File: config.mk
export PLATFORM = sky130hd
export DESIGN_NAME = digital_pll_lock_detect
export DESIGN_NICKNAME = d
export VERILOG_FILES = /design/src/rtl/digital_pll_lock_detect.sv
export SDC_FILE = /design/constraint.sdc
export NUM_CORES = 1
export LEC_CHECK = 0
export ABC_CLOCK_PERIOD_IN_PS = 4500
export BUFFER_PORTS_ARGS = -buffer_cell sky130_fd_sc_hd__buf_2
export CAP_MARGIN = 10
export CORE_UTILIZATION = 40
export DETAILED_ROUTE_END_ITERATION = 16
export GPL_ROUTABILITY_DRIVEN = 0
export PLACE_DENSITY = 0.59
export SYNTH_ARGS = -nofsm -noshare
export SYNTH_HDL_FRONTEND = slang
export SYNTH_SLANG_ARGS = --single-unit
File: constraint.sdc
create_clock -name clock -period 4.5 [get_ports clock]
set_input_delay 0.9 -clock clock [delete_from_list [all_inputs] [get_ports clock]]
set_output_delay 0.9 -clock clock [all_outputs]
set_load 0.01 [all_outputs]
File: src/rtl/digital_pll_lock_detect.sv
// ----------------------------------------------------------------------------
// digital_pll_lock_detect
//
// Watches the 26-bit trim word produced by digital_pll_controller (same clock
// domain), reduces it to a 5-bit popcount code and, once per evaluation window,
// decides whether the loop has settled. Housekeeping / clock-mux logic uses the
// outputs to decide when it is safe to switch over to the PLL clock.
//
// Ports
//   clock         in   reference clock, shared with digital_pll_controller
//   resetb        in   asynchronous active-low reset
//   enable        in   detector enable; low forces IDLE on the next edge
//   trim[25:0]    in   trim word from the controller
//   lock_count    in   stable windows required to lock (0 behaves as 1)
//   trim_code     out  registered popcount of trim (0..26)
//   locked        out  high only in LOCKED
//   out_of_range  out  high only in RAIL
//   lost_lock     out  one-cycle pulse when LOCKED is left by a window decision
//   unlock_count  out  saturating count of lost_lock pulses
//   state         out  IDLE=0, ACQUIRE=1, LOCKED=2, RAIL=3
// ----------------------------------------------------------------------------
module digital_pll_lock_detect #(
    parameter int WINDOW = 16,
    parameter int TOL    = 1,
    parameter int RAIL_N = 2
) (
    input  logic        clock,
    input  logic        resetb,
    input  logic        enable,
    input  logic [25:0] trim,
    input  logic [3:0]  lock_count,
    output logic [4:0]  trim_code,
    output logic        locked,
    output logic        out_of_range,
    output logic        lost_lock,
    output logic [7:0]  unlock_count,
    output logic [1:0]  state
);

    localparam int WIN_W  = $clog2(WINDOW);
    localparam int RAIL_W = (RAIL_N < 1) ? 1 : $clog2(RAIL_N + 1);

    typedef enum logic [1:0] {
        ST_IDLE    = 2'd0,
        ST_ACQUIRE = 2'd1,
        ST_LOCKED  = 2'd2,
        ST_RAIL    = 2'd3
    } state_t;

    state_t              state_q, state_d;
    logic [4:0]          trim_code_q, trim_code_d;
    logic [WIN_W-1:0]    win_cnt_q, win_cnt_d;
    logic [3:0]          stable_cnt_q, stable_cnt_d;
    logic [RAIL_W-1:0]   rail_cnt_q, rail_cnt_d;
    logic [4:0]          ref_q, ref_d;
    logic                ref_valid_q, ref_valid_d;
    logic                lost_lock_q, lost_lock_d;
    logic [7:0]          unlock_count_q, unlock_count_d;

    logic                win_end;
    logic                rail_hit;
    logic [RAIL_W-1:0]   rail_cnt_nxt;
    logic [5:0]          delta;
    logic                in_tol;
    logic [3:0]          stable_nxt;
    logic [3:0]          lock_target;

    // Popcount of the incoming trim word; this is the code the window logic
    // judges one clock later.
    always_comb begin
        trim_code_d = 5'd0;
        for (int i = 0; i < 26; i++) begin
            trim_code_d = trim_code_d + {4'd0, trim[i]};
        end
    end

    // Window decision helpers. Everything here works on the registered code so
    // the decision at the window end sees the code latched on the prior edge.
    always_comb begin
        win_end      = (state_q != ST_IDLE) && (win_cnt_q == WIN_W'(WINDOW - 1));
        rail_hit     = (trim_code_q == 5'd0) || (trim_code_q == 5'd26);
        rail_cnt_nxt = '0;
        if (rail_hit) begin
            rail_cnt_nxt = (rail_cnt_q >= RAIL_W'(RAIL_N)) ? rail_cnt_q : rail_cnt_q + 1'b1;
        end
        delta = (trim_code_q >= ref_q) ? ({1'b0, trim_code_q} - {1'b0, ref_q})
                                       : ({1'b0, ref_q} - {1'b0, trim_code_q});
        in_tol      = (delta <= 6'(TOL));
        stable_nxt  = (stable_cnt_q == 4'd15) ? 4'd15 : stable_cnt_q + 4'd1;
        lock_target = (lock_count == 4'd0) ? 4'd1 : lock_count;
    end

    // Next-state logic. Disable wins over everything except reset; otherwise
    // the state only moves at a window end, evaluated in priority order:
    // rail detection, rail recovery, reference load, stability counting, and
    // finally the lock-loss check.
    always_comb begin
        state_d        = state_q;
        win_cnt_d      = win_cnt_q;
        stable_cnt_d   = stable_cnt_q;
        rail_cnt_d     = rail_cnt_q;
        ref_d          = ref_q;
        ref_valid_d    = ref_valid_q;
        lost_lock_d    = 1'b0;
        unlock_count_d = unlock_count_q;

        if (!enable) begin
            state_d      = ST_IDLE;
            win_cnt_d    = '0;
            stable_cnt_d = '0;
            rail_cnt_d   = '0;
            ref_d        = '0;
            ref_valid_d  = 1'b0;
        end else if (state_q == ST_IDLE) begin
            state_d     = ST_ACQUIRE;
            win_cnt_d   = '0;
            ref_valid_d = 1'b0;
        end else begin
            win_cnt_d = win_end ? '0 : win_cnt_q + 1'b1;
            if (win_end) begin
                rail_cnt_d = rail_cnt_nxt;
                if (rail_cnt_nxt >= RAIL_W'(RAIL_N)) begin
                    state_d      = ST_RAIL;
                    stable_cnt_d = '0;
                    if (state_q == ST_LOCKED) begin
                        lost_lock_d    = 1'b1;
                        unlock_count_d = (unlock_count_q == 8'hFF) ? 8'hFF : unlock_count_q + 8'd1;
                    end
                end else if (state_q == ST_RAIL) begin
                    state_d      = ST_ACQUIRE;
                    ref_d        = trim_code_q;
                    ref_valid_d  = 1'b1;
                    stable_cnt_d = '0;
                end else if (state_q == ST_ACQUIRE) begin
                    ref_d       = trim_code_q;
                    ref_valid_d = 1'b1;
                    if (ref_valid_q) begin
                        if (in_tol) begin
                            stable_cnt_d = stable_nxt;
                            if (stable_nxt >= lock_target) begin
                                state_d = ST_LOCKED;
                            end
                        end else begin
                            stable_cnt_d = '0;
                        end
                    end
                end else begin
                    // LOCKED: track the code and drop out on a large step.
                    ref_d = trim_code_q;
                    if (!in_tol) begin
                        state_d        = ST_ACQUIRE;
                        stable_cnt_d   = '0;
                        lost_lock_d    = 1'b1;
                        unlock_count_d = (unlock_count_q == 8'hFF) ? 8'hFF : unlock_count_q + 8'd1;
                    end
                end
            end
        end
    end

    // State and counter registers, cleared immediately by resetb.
    always_ff @(posedge clock or negedge resetb) begin
        if (!resetb) begin
            state_q        <= ST_IDLE;
            trim_code_q    <= '0;
            win_cnt_q      <= '0;
            stable_cnt_q   <= '0;
            rail_cnt_q     <= '0;
            ref_q          <= '0;
            ref_valid_q    <= 1'b0;
            lost_lock_q    <= 1'b0;
            unlock_count_q <= '0;
        end else begin
            state_q        <= state_d;
            trim_code_q    <= trim_code_d;
            win_cnt_q      <= win_cnt_d;
            stable_cnt_q   <= stable_cnt_d;
            rail_cnt_q     <= rail_cnt_d;
            ref_q          <= ref_d;
            ref_valid_q    <= ref_valid_d;
            lost_lock_q    <= lost_lock_d;
            unlock_count_q <= unlock_count_d;
        end
    end

    assign trim_code    = trim_code_q;
    assign locked       = (state_q == ST_LOCKED);
    assign out_of_range = (state_q == ST_RAIL);
    assign lost_lock    = lost_lock_q;
    assign unlock_count = unlock_count_q;
    assign state        = state_q;

endmodule

== After elaboration in Yosys (flattened, before gate mapping) ==
Cells that the tools add are included.

* Bits in registers: 32
* Word-level logic and storage cells: 135
* Bits of input ports: 33
* Output and inout bits: 18

* Muxes and demuxes: 54
* Magnitude comparators: 5
* $add $sub $neg: 31
* Reduce and logical (&&, ||, !) cells: 12
* Bitwise gates (word level): 1
* Equal/unequal tests: 23

{| class="wikitable"
|+ Operator list
! cell !! count
|-
| $add A5 B1 Y5 || 21
|-
| $mux W4 || 14
|-
| $mux W8 || 6
|-
| $mux W2 || 15
|-
| $mux W5 || 4
|-
| $mux W1 || 14
|-
| $ne A6 B6 Y1 const B || 2
|-
| $sub A5 B5 Y6 || 2
|-
| $add A4 B1 Y4 const B || 2
|-
| $add A8 B1 Y8 const B || 1
|-
| $eq A4 B4 Y1 const B || 2
|-
| $eq A8 B8 Y1 const B || 1
|-
| $ne A2 B2 Y1 const B || 4
|-
| $reduce_and A7 Y1 || 1
|-
| $le A6 B1 Y1 const B || 1
|-
| $mux W6 || 1
|-
| $ne A2 B1 Y1 const B || 3
|-
| $ne A6 B3 Y1 const B || 1
|-
| $ne A6 B5 Y1 const B || 1
|-
| $reduce_and A3 Y1 || 2
|-
| $add A4 B1 Y5 || 1
|-
| $eq A5 B5 Y1 const B || 1
|-
| $ge A5 B5 Y1 || 1
|-
| $logic_not A5 Y1 || 1
|-
| 22 further kinds || 24
|}

== Longest topological paths before layout ==
Gate-level depths: netlist (run 1).

* Depth after elaboration: 25
* Gate-level depth with buffers: 15
* Depth with buffers taken out: 15

== Least setup slack after synthesis (run 1) ==
Ideal clock, no wire load.

* Path type: input-to-reg
* Start: input trim[0]
* End: register trim_code_q[4] (netlist: trim_code[4])
* Data arrival time: 4.762 ns
* Stages on the path: 15
* Path slack: -0.385 ns
* Cells stage by stage: inv_1 > fa_1 > fa_1 > fa_1 > fa_1 > fa_1 > fa_1 > inv_1 > ha_1 > inv_1 > fa_1 > inv_1 > a21o_1 > a21oi_1 > xnor2_1

* Word-level cells in the longest chain between the ends: 25

{| class="wikitable"
|+ RTL lines
! what !! RTL line !! RTL
|-
| from (decl) || 30 || <nowiki>input logic [25:0] trim,</nowiki>
|-
| $add A1 B1 Y2 || 73 || <nowiki>trim_code_d = trim_code_d + {4'd0, trim[i]};</nowiki>
|-
| $add A2 B1 Y3 || 73 ||
|-
| $add A3 B1 Y4 || 73 ||
|-
| $add A4 B1 Y5 || 73 ||
|-
| $add A5 B1 Y5 (21 in a row) || 73 ||
|-
| via trim_code_d[4] || 51 || <nowiki>logic [4:0] trim_code_q, trim_code_d;</nowiki>
|-
| to (signal assigned) || 175 || <nowiki>trim_code_q <= trim_code_d;</nowiki>
|-
| to (decl) || 51 ||
|}

The timed path passes the listed nets, and every way through them passes these cells.
A chain may end at the register's enable or synchronous reset.

== Final worst setup path (run 1) ==
* Start: input trim[17]
* End: register trim_code_q[4] (netlist: trim_code[4])

* Word-level cells in the longest chain between the ends: 9

{| class="wikitable"
|+ RTL lines
! what !! RTL line
|-
| $add A5 B1 Y5 (9 in a row) || 73
|-
| via trim_code_d[4] || 51
|}

The timed path passes the listed nets, and every way through them passes these cells.

==> impl_metrics.yaml, run 1 <==
outcome:
  status: "finished with violations"
  violations: "setup timing"
worst_setup_path:
  start_kind: "primary input"
  cpMaxStageDelayCell: "fa_1"
  rr_worst_depth: 10
  arrival_ns: 4.84
  timing.critical_path.mode_cell: "fa_1"
  cp_cell_sequence: "buf_6, fa_1, inv_1, fa_1, fa_1, fa_1, fa_1, fa_1, inv_1, ha_2, inv_2, fa_2, inv_1, a21o_1, a21oi_2, xnor2_1"
  cp.required_ns: 4.67
  critPathBufInv: 5
  crit_type: "in -> reg"
  crit_family: "adder cells"
  r2r_start: "trim_code[0]"
  cpPeakStageDelay_ns: 0.53
  critPathMaxFanout: 2
  cp-end-kind: "flip-flop"
  ff2ff_setup_slack_ns: 1.32
  r2r_end: "stable_cnt_q[3]"
logic_synthesis:
  ys_types: 45
  synth_edf_count: 0
  synth_top_area_frac: 0.291
  ys_seq_area_frac: 0.291
  syn_avg_cell_area_um2: 9.62
  syn_area_mm2: 0.00275
  synth_largest_area_cell: "dfrtp_1"
  synthArstFlopShare: 1.00
  syn_inst: 286
  ys_top_cells_by_area: "dfrtp_1 (29%), fa_1 (15%), ha_1 (12%)"
  synth.net_count: 366
  yosysWarnings: 0
  synth_ff_type: "dfrtp_1"
  synth-seq-cells: 32
finish:
  fillers: 625
  drive_above_1_share: 0.246
  antennaDiodeCount: 0
  register_area_um2: 801
  design_area_mm2: 0.00320
  nets: 420
  area.growth.synth_to_final_pct: 16.2
  multi_input_area_mm2: 0.00167
  layout.cells.non_filler: 418
run:
  max_cap_viol_count: 0
routing:
  dr.pass1.iters: 6
  route.vias.total: 2112
  drt.antenna.violating_nets: 0
  post-route-drc-count: 0
  drt-vias-per-instance: 5.05
  routed_wire_length_per_instance_um: 11.6
  drt-initial-drc-count: 48
  routed_wl_mm: 4.86
sta:
  fmax_mhz: 214
  slew_viol_final: 0
  fin_ws_ns: -0.172
  setup_viol: 4
  maxSlewHeadroom: 0.519
  rsz0062_at_grt: "yes"
  period_needed_ns: 4.67
  fin_crit_sh: 1.04
  hold_violations: 0
  finClkSkew_ns: 0.00232
  worst_pin_slew_ns: 0.722
placement:
  port_buffers: 50
  dp_slack_ns: -0.501
  place_area_mm2: 0.00309
  dp_cells: 409
  hpwl_mm: 3.85
grt:
  grt_max_degree: 33
  track_usage: 0.150
  grt_pass1_wl_mm: 8.71
  antenna_found_initial: 0
  grt_overflow: 0
  grt_pass1_vias: 1987
clock_network:
  clk_latency_ns: 0.28
  cts_buffer_depth: 2
  cts.sinks: 32
  postCtsHoldBufs: 0
  clkTransAtPathRegs_ns: 0.06
  cts_tree: "built"
  cts_buffers: 5
  htree_levels: 2
  root_buffer: "clkbuf_8"
min_path:
  hold_class: "reg -> reg"
  min-delay-start: "win_cnt_q[0]"
  holdPathStages: 1
  min_to: "win_cnt_q[0]"
floorplanning:
  die_height_um: 84.9
  core_area_mm2: 0.00649
  die_w_um: 84.9
  dieArea_mm2: 0.00721
  io-pin-count: 51
  initial_core_util: 0.424
  row_count: 29
power:
  finalPower_mw: 1.54
  power_density_mw_per_mm2: 482
  ir_drop_v: 0.000291
  p_leak_nw: 1.70
==> sequential cells by signal, summed over array words and instances, names as in the netlist <==
name          cells
state             2
trim_code         5
stable_cnt_q      4
lost_lock         1
ref_valid_q       1
win_cnt_q         4
unlock_count      8
ref_q             5
rail_cnt_q        2
==> placed cells by master (no fill, tap or decap), types with 4 or more instances in the layout <==
| cell | netlist | layout |
|---|---|---|
| nand2_1 | 11 | 11 |
| clkbuf_8 | 0 | 6 |
| dfrtp_1 | 32 | 32 |
| o211ai_1 | 5 | 5 |
| inv_1 | 67 | 64 |
| fa_1 | 20 | 19 |
| o21a_1 | 5 | 5 |
| nand3_1 | 8 | 8 |
| mux2_2 | 8 | 8 |
| nand2b_1 | 6 | 6 |
| xnor2_1 | 6 | 6 |
| buf_2 | 0 | 48 |
| a22o_1 | 9 | 9 |
| a21oi_1 | 5 | 4 |
| nor2_1 | 14 | 14 |
| o21ai_0 | 12 | 12 |
| and3_1 | 5 | 5 |
| ha_1 | 27 | 26 |
==> layer usage <==
layer  part of all wire  wire length (um)  global-route usage
met4             0.0056                27              0.0324
met3              0.027               129              0.0379
met1               0.50              2440               0.197
met2               0.46              2260               0.251
met5                  0                 0                   0
==> kinds of logic (layout without fill, tap and decap cells) <==
| kind of cell | count (synthesis) | count (layout) | share of synthesized area |
|---|---|---|---|
| xor gates and xnor gates | 9 | 9 | 0.0287 |
| adders and majority gates | 47 | 47 | 0.268 |
| muxes | 9 | 9 | 0.0364 |
| AOI/OAI and AO/OA | 58 | 58 | 0.158 |
| and+or+nand+nor | 58 | 58 | 0.112 |
| buffers and inverters | 73 | 128 | 0.105 |
| DFF | 32 | 32 | 0.291 |
==> what timing repair did <==
item	in CTS	in global routing
buffers inserted	1	0
resized for setup	2	1
pin swaps	1	0
setup endpoints to repair	4	4
==> worst max-delay path by stage <==
| stage | end | slack, ns | from | depth (start not counted) |
|---|---|---|---|---|
| finish | trim_code[4] | -0.17 | trim[17] | 16 |
| floorplan | trim_code[4] | -0.30 | trim[17] | 15 |
| detailed placement | trim_code[4] | -0.50 | trim[11] | 16 |
| CTS | trim_code[4] | -0.18 | trim[17] | 16 |
| global placement | trim_code[4] | -0.47 | trim[11] | 16 |
| global route | trim_code[4] | -0.27 | trim[17] | 16 |
==> synth_stat cells (6+ instances only) <==
cell and instances:
nand2b_1 6, nand2_1 11, xnor2_1 6, fa_1 20, a22o_1 9, mux2_2 8, dfrtp_1 32, nor2_1 14
inv_1 67, o21ai_0 12, nand3_1 8, ha_1 27
==> power by group <==
part           switching, mW  internal [mW]
Combinational          0.467          0.470
Sequential            0.0485          0.329
Clock                  0.101          0.125
Total                  0.616          0.924
==> metrics by stage <==
stage	hold slack, ns	util	TNS, ns
6_report	0.462	0.492	-0.298
5_1_grt	0.498	0.492	-0.696
4_1_cts	0.469	0.491	-0.330
3_5_place_dp	0.457	0.475	-1.57
3_3_place_gp	0.455	0.475	-1.45
2_1_floorplan	0.433	-	-0.588
==> layout make-up <==
| class | instances | share of cell area |
|---|---|---|
| clock buffers | 8 | 0.0282 |
| inverters | 67 | 0.0795 |
| multi-input cells | 181 | 0.523 |
| flip-flops and latches | 32 | 0.250 |
| well taps | 77 | 0.0301 |
| repair buffers | 53 | 0.0892 |
==> worst register-to-register path, stage by stage (launching register included) <==
cell and delay [ns]:
dfrtp_1 0.43, inv_1 0.12, ha_1 0.17, inv_1 0.05
fa_1 0.39, a211o_2 0.36, a211o_1 0.27, a221oi_2 0.30
a41oi_2 0.18, o31ai_1 0.62, a22o_1 0.23
No activity file was read; power rests on OpenSTA's default activity.
==> run 2, diff against run 1 <==
==> constraint.sdc (replaced) <==
create_clock -name clock -period 4.5 [get_ports clock]
set_input_delay 0.225 -clock clock [delete_from_list [all_inputs] [get_ports clock]]
set_output_delay 0.225 -clock clock [all_outputs]
set_load 0.01 [all_outputs]
==> impl_metrics.yaml, run 2 (synthesized netlist as in run 1, its figures left out) <==
finish:
  area.growth.synth_to_final_pct: 14.7
  antennaDiodeCount: 0
  fillers: 628
  drive_above_1_share: 0.226
  final_cell_mix: "inv_1 (67), buf_2 (50), dfrtp_1 (32)"
  design_area_mm2: 0.00316
  nets: 417
  final_core_util: 0.486
  multi_input_area_mm2: 0.00166
  register_area_um2: 801
  largest_reg_flops: 8
  final_common_cell: "inv_1"
floorplanning:
  row_count: 29
  initial_core_util: 0.424
  die_height_um: 84.9
  dieArea_mm2: 0.00721
  core_area_mm2: 0.00649
  io-pin-count: 51
  die_w_um: 84.9
worst_setup_path:
  cpMaxStageDelayCell: "fa_1"
  cpPeakStageDelay_ns: 0.56
  r2r_end: "stable_cnt_q[1]"
  critPathMaxFanout: 2
  startpoint: "trim[0]"
  cp.required_ns: 4.66
  crit_end: "trim_code[4]"
  cp_cell_sequence: "buf_2, inv_1, fa_1, fa_1, fa_1, fa_1, fa_1, fa_1, inv_1, ha_1, inv_1, fa_1, inv_1, a21o_1, a21oi_1, xnor2_1"
  rr_worst_depth: 10
  crit_type: "in -> reg"
  r2r_start: "trim_code[0]"
  start_kind: "primary input"
  timing.critical_path.mode_cell: "fa_1"
  ff2ff_setup_slack_ns: 1.28
  arrival_ns: 4.26
  cp-end-kind: "flip-flop"
routing:
  routed_wl_mm: 4.95
  dr.pass1.iters: 12
  drt-initial-drc-count: 89
  drt-vias-per-instance: 4.98
  route.vias.total: 2062
  post-route-drc-count: 2
  drt.antenna.violating_nets: 0
  routed_wire_length_per_instance_um: 12.0
grt:
  antenna_found_initial: 0
  grt_max_degree: 33
  grt_pass1_vias: 2026
  grt_pass1_wl_mm: 9.05
  grt_overflow: 0
  track_usage: 0.157
placement:
  dp_slack_ns: 0.0838
  place_area_mm2: 0.00306
  hpwl_mm: 3.97
  port_buffers: 50
outcome:
  violations: "DRC, hold timing"
  status: "finished with violations"
sta:
  fmax_mhz: 244
  timing.setup.tns_ns: 0
  maxSlewHeadroom: 0.516
  setup_viol: 0
  worst_pin_slew_ns: 0.726
  fin_ws_ns: 0.403
  slew_viol_final: 0
  fin_crit_sh: 0.910
  period_needed_ns: 4.10
  hold_slack_ns: -0.00678
  hold_violations: 5
  rsz0062_at_grt: "no"
  finClkSkew_ns: 0.00580
clock_network:
  htree_levels: 2
  clkTransAtPathRegs_ns: 0.06
  root_buffer: "clkbuf_8"
  clk_latency_ns: 0.28
  cts_tree: "built"
  post_cts_buffers: 0
  cts.sinks: 32
  cts_resized: 0
  cts_buffers: 5
  postCtsHoldBufs: 0
  cts_buffer_depth: 2
power:
  switching_share: 0.410
  p_sw_uw: 604
  power_density_mw_per_mm2: 467
  p_comb_frac: 0.583
  clockPowerShare: 0.160
  p_leak_nw: 1.69
  p_seq_frac: 0.257
  finalPower_mw: 1.47
  p_int_uw: 869
  ir_drop_v: 0.000287
run:
  max_cap_viol_count: 0
min_path:
  hold_class: "in -> async"
-- run 2: changes by cell type in the layout (fill, tap and decap cells not counted), moves of 2 or more --
cell	before	now
inv_2	2	0
inv_1	64	67
buf_4	3	0
buf_2	48	50
buf_6	2	0
clkbuf_1	2	0
-- run 2: routing by layer --
layer / GRT usage / part of all wire
met1: 0.211 / 0.49
met5: 0 / 0
met2: 0.261 / 0.48
met4: 0.0416 / 0.0093
met3: 0.0292 / 0.025
-- run 2: layout make-up --
cell class | count | share of cell area
multi-input cells | 181 | 0.526
flip-flops and latches | 32 | 0.254
inverters | 67 | 0.0797
well taps | 77 | 0.0305
clock buffers | 7 | 0.0305
repair buffers | 50 | 0.0793
-- run 2: critical path: cells and delay by family --
family / cells / cell delay (ns)
AOI/OAI and AO/OA: 2 / 0.17
xor gates and xnor gates: 1 / 0.12
adders and majority gates: 8 / 3.44
buffers and inverters: 5 / 0.29
-- run 2: worst min path at each step --
stage / startpoint / to / slack, ns / cells past startpoint
final: resetb / state[1] / -0.007 / 1
after floorplan: resetb / lost_lock / -0.07 / 0
after detailed placement: resetb / unlock_count[6] / 0.33 / 1
after CTS: resetb / unlock_count[6] / 0.02 / 1
after global routing: resetb / ref_valid_q / 0.07 / 1
after global placement: resetb / state[1] / 0.33 / 1
-- run 2: power by group through the flow --
stage | sequential, mW | clock (mW) | combinational, mW
floorplan | 0.378 | 0 | 0.689
global placement | 0.384 | 0 | 0.846
detailed placement | 0.386 | 0 | 0.870
CTS | 0.380 | 0.242 | 0.881
global route | 0.387 | 0.257 | 1.01
finish | 0.379 | 0.235 | 0.859
-- run 2: per-stage QoR --
| step | hold slack, ns | std cells |
|---|---|---|
| after global routing | 0.0662 | 414 |
| after global placement | 0.331 | 407 |
| after detailed placement | 0.329 | 407 |
| after floorplan | -0.0706 | 286 |
| final | -0.00678 | 414 |
| after CTS | 0.0233 | 414 |
==> run 3, diff against run 2 <==
Settings changed: ABC_AREA set to 1, PLACE_DENSITY 0.59 to 0.58.
==> impl_metrics.yaml, run 3 <==
routing:
  drt.antenna.violating_nets: 0
  route.vias.total: 2335
  wirelength_met1_mm: 2.53
  dr_wl_met2_mm: 2.44
  post-route-drc-count: 0
  highest_layer: "met4"
  drt-initial-drc-count: 74
  drt-vias-per-instance: 4.42
  routed_wl_mm: 5.14
  dr.pass1.iters: 4
  dr_wl_met3_um: 130
  routed_wire_length_per_instance_um: 9.73
worst_setup_path:
  ff2ff_setup_slack_ns: 2.23
  r2r_end: "state[0]"
  critPathMaxFanout: 2
  cpMaxStageDelayCell: "fa_1"
  cpPeakStageDelay_ns: 0.56
  start_kind: "primary input"
  timing.critical_path.mode_cell: "fa_1"
  cp-end-kind: "flip-flop"
  startpoint: "trim[0]"
  arrival_ns: 4.32
  rr_worst_depth: 13
  cp_cell_sequence: "buf_2, inv_1, fa_1, fa_1, fa_1, fa_1, fa_1, fa_1, inv_1, ha_1, inv_1, fa_1, o21ai_0, xor2_1"
  crit_type: "in -> reg"
  cp.required_ns: 4.70
  r2r_start: "stable_cnt_q[0]"
logic_synthesis:
  syn_inst: 377
  synth_largest_area_cell: "dfrtp_1"
  synthArstFlopShare: 1.00
  syn_avg_cell_area_um2: 7.85
  ys_types: 33
  synth.net_count: 457
  synth_ff_type: "dfrtp_1"
  synth-seq-cells: 32
  ys_seq_area_frac: 0.270
  ys_top_cells_by_area: "dfrtp_1 (27%), fa_1 (14%), inv_1 (12%)"
  synth_top_area_frac: 0.270
  syn_area_mm2: 0.00296
  yosys-top-cells-count: "inv_1 (96), nand2_1 (70), nor2_1 (37)"
  yosys.cell_count.top_type: "inv_1"
  yosysWarnings: 0
  synth_edf_count: 0
clock_network:
  post_cts_buffers: 0
  htree_levels: 2
  cts_buffers: 5
  clkTransAtPathRegs_ns: 0.07
  clk_latency_ns: 0.28
  postCtsHoldBufs: 0
  cts_resized: 0
  cts.sinks: 32
  cts_buffer_depth: 2
  cts_tree: "built"
  root_buffer: "clkbuf_8"
grt:
  antenna_found_initial: 0
  track_usage: 0.151
  grt_pass1_vias: 2289
  grt_pass1_wl_mm: 9.32
  grt_max_degree: 33
  grt_overflow: 0
finish:
  area.growth.synth_to_final_pct: 15.5
  largest_reg_flops: 8
  final_cell_mix: "inv_1 (96), nand2_1 (70), buf_2 (50)"
  antennaDiodeCount: 0
  nets: 511
  fillers: 705
  drive_above_1_share: 0.199
  final_common_cell: "inv_1"
placement:
  port_buffers: 50
  hpwl_mm: 4.31
power:
  p_sw_uw: 755
  power_density_mw_per_mm2: 501
  ir_drop_v: 0.000204
  p_seq_frac: 0.230
  finalPower_mw: 1.71
  p_comb_frac: 0.596
  switching_share: 0.441
  p_leak_nw: 1.97
  clockPowerShare: 0.174
  p_int_uw: 957
min_path:
  hold_class: "in -> async"
floorplanning:
  dieArea_mm2: 0.00775
  core_area_mm2: 0.00698
  row_count: 30
  die_height_um: 88.0
  die_w_um: 88.0
  initial_core_util: 0.424
  io-pin-count: 51
sta:
  hold_violations: 0
  fin_crit_sh: 0.915
  finClkSkew_ns: 0.0110
  rsz0062_at_grt: "no"
  fmax_mhz: 243
  setup_viol: 0
  worst_pin_slew_ns: 0.724
  period_needed_ns: 4.12
  maxSlewHeadroom: 0.517
  slew_viol_final: 0
  timing.setup.tns_ns: 0
run:
  max_cap_viol_count: 0
outcome:
  status: "complete, no violations"
-- run 3: changes by cell type after synthesis, sizes merged, moves of 6 or more --
cell	delta
nand2	+66
inv	+30
nor2	+27
nand3	+16
a22o	-9
mux2	-8
a21oi	+7
and3	-6
nand2b	-6
-- run 3: kinds of logic (layout without fill, tap and decap cells) --
family / after synthesis / after routing / synth area share
buf+inv: 101 / 156 / 0.137
xor+xnor: 10 / 10 / 0.0296
flops: 32 / 32 / 0.270
fa+ha+maj: 47 / 47 / 0.249
simple gates: 151 / 151 / 0.234
compound gates: 36 / 36 / 0.0790
-- run 3: critical path: cells and delay by family --
family          cells  cell delay, ns
fa+ha+maj           8            3.47
xor+xnor            1            0.15
buf+inv             4            0.24
compound gates      1            0.22
-- run 3: cell type report --
cell class	count	area [um2]	area share
Clock buffer	7	96.3	0.0282
Multi-Input combinational cell	244	1750	0.513
Timing Repair Buffer	50	250	0.0732
Tap cell	96	120	0.0351
Clock inverter	1	30.0	0.00878
Inverter	98	368	0.108
Sequential cell	32	801	0.234
-- run 3: through the flow --
step | worst slack [ns] | utilization | hold WS [ns] | cell area [um2] | std cells
3_5_place_dp | 0.0559 | 0.472 | 0.330 | 3290 | 520
2_1_floorplan | 0.328 | - | -0.0706 | 2960 | 377
6_report | 0.381 | 0.490 | 0.000341 | 3420 | 528
4_1_cts | 0.354 | 0.490 | 0.0174 | 3420 | 528
5_1_grt | 0.160 | 0.490 | 0.0523 | 3420 | 528
3_3_place_gp | 0.144 | 0.472 | 0.330 | 3290 | 520
-- run 3: worst max path at each step --
stage	slack (ns)	endpoint	cells after the start
floorplan	0.33	trim_code[4]	13
global placement	0.14	trim_code[4]	14
detailed placement	0.06	trim_code[4]	14
CTS	0.35	trim_code[4]	14
global route	0.16	trim_code[4]	14
finish	0.38	trim_code[4]	14
-- run 3: per-layer routing --
layer,up-vias,track usage
li1,1250,-
met1,1044,0.188
met2,37,0.268
met3,4,0.0264
met4,0,0.0440
met5,-,0
-- run 3: power groups by stage --
stage          combinational (mW)  clock (mW)  sequential (mW)
3_3_place_gp                 1.02           0            0.398
3_5_place_dp                 1.03           0            0.399
6_report                     1.02       0.299            0.394
5_1_grt                      1.21       0.318            0.402
4_1_cts                      1.04       0.311            0.394
2_1_floorplan               0.820           0            0.400
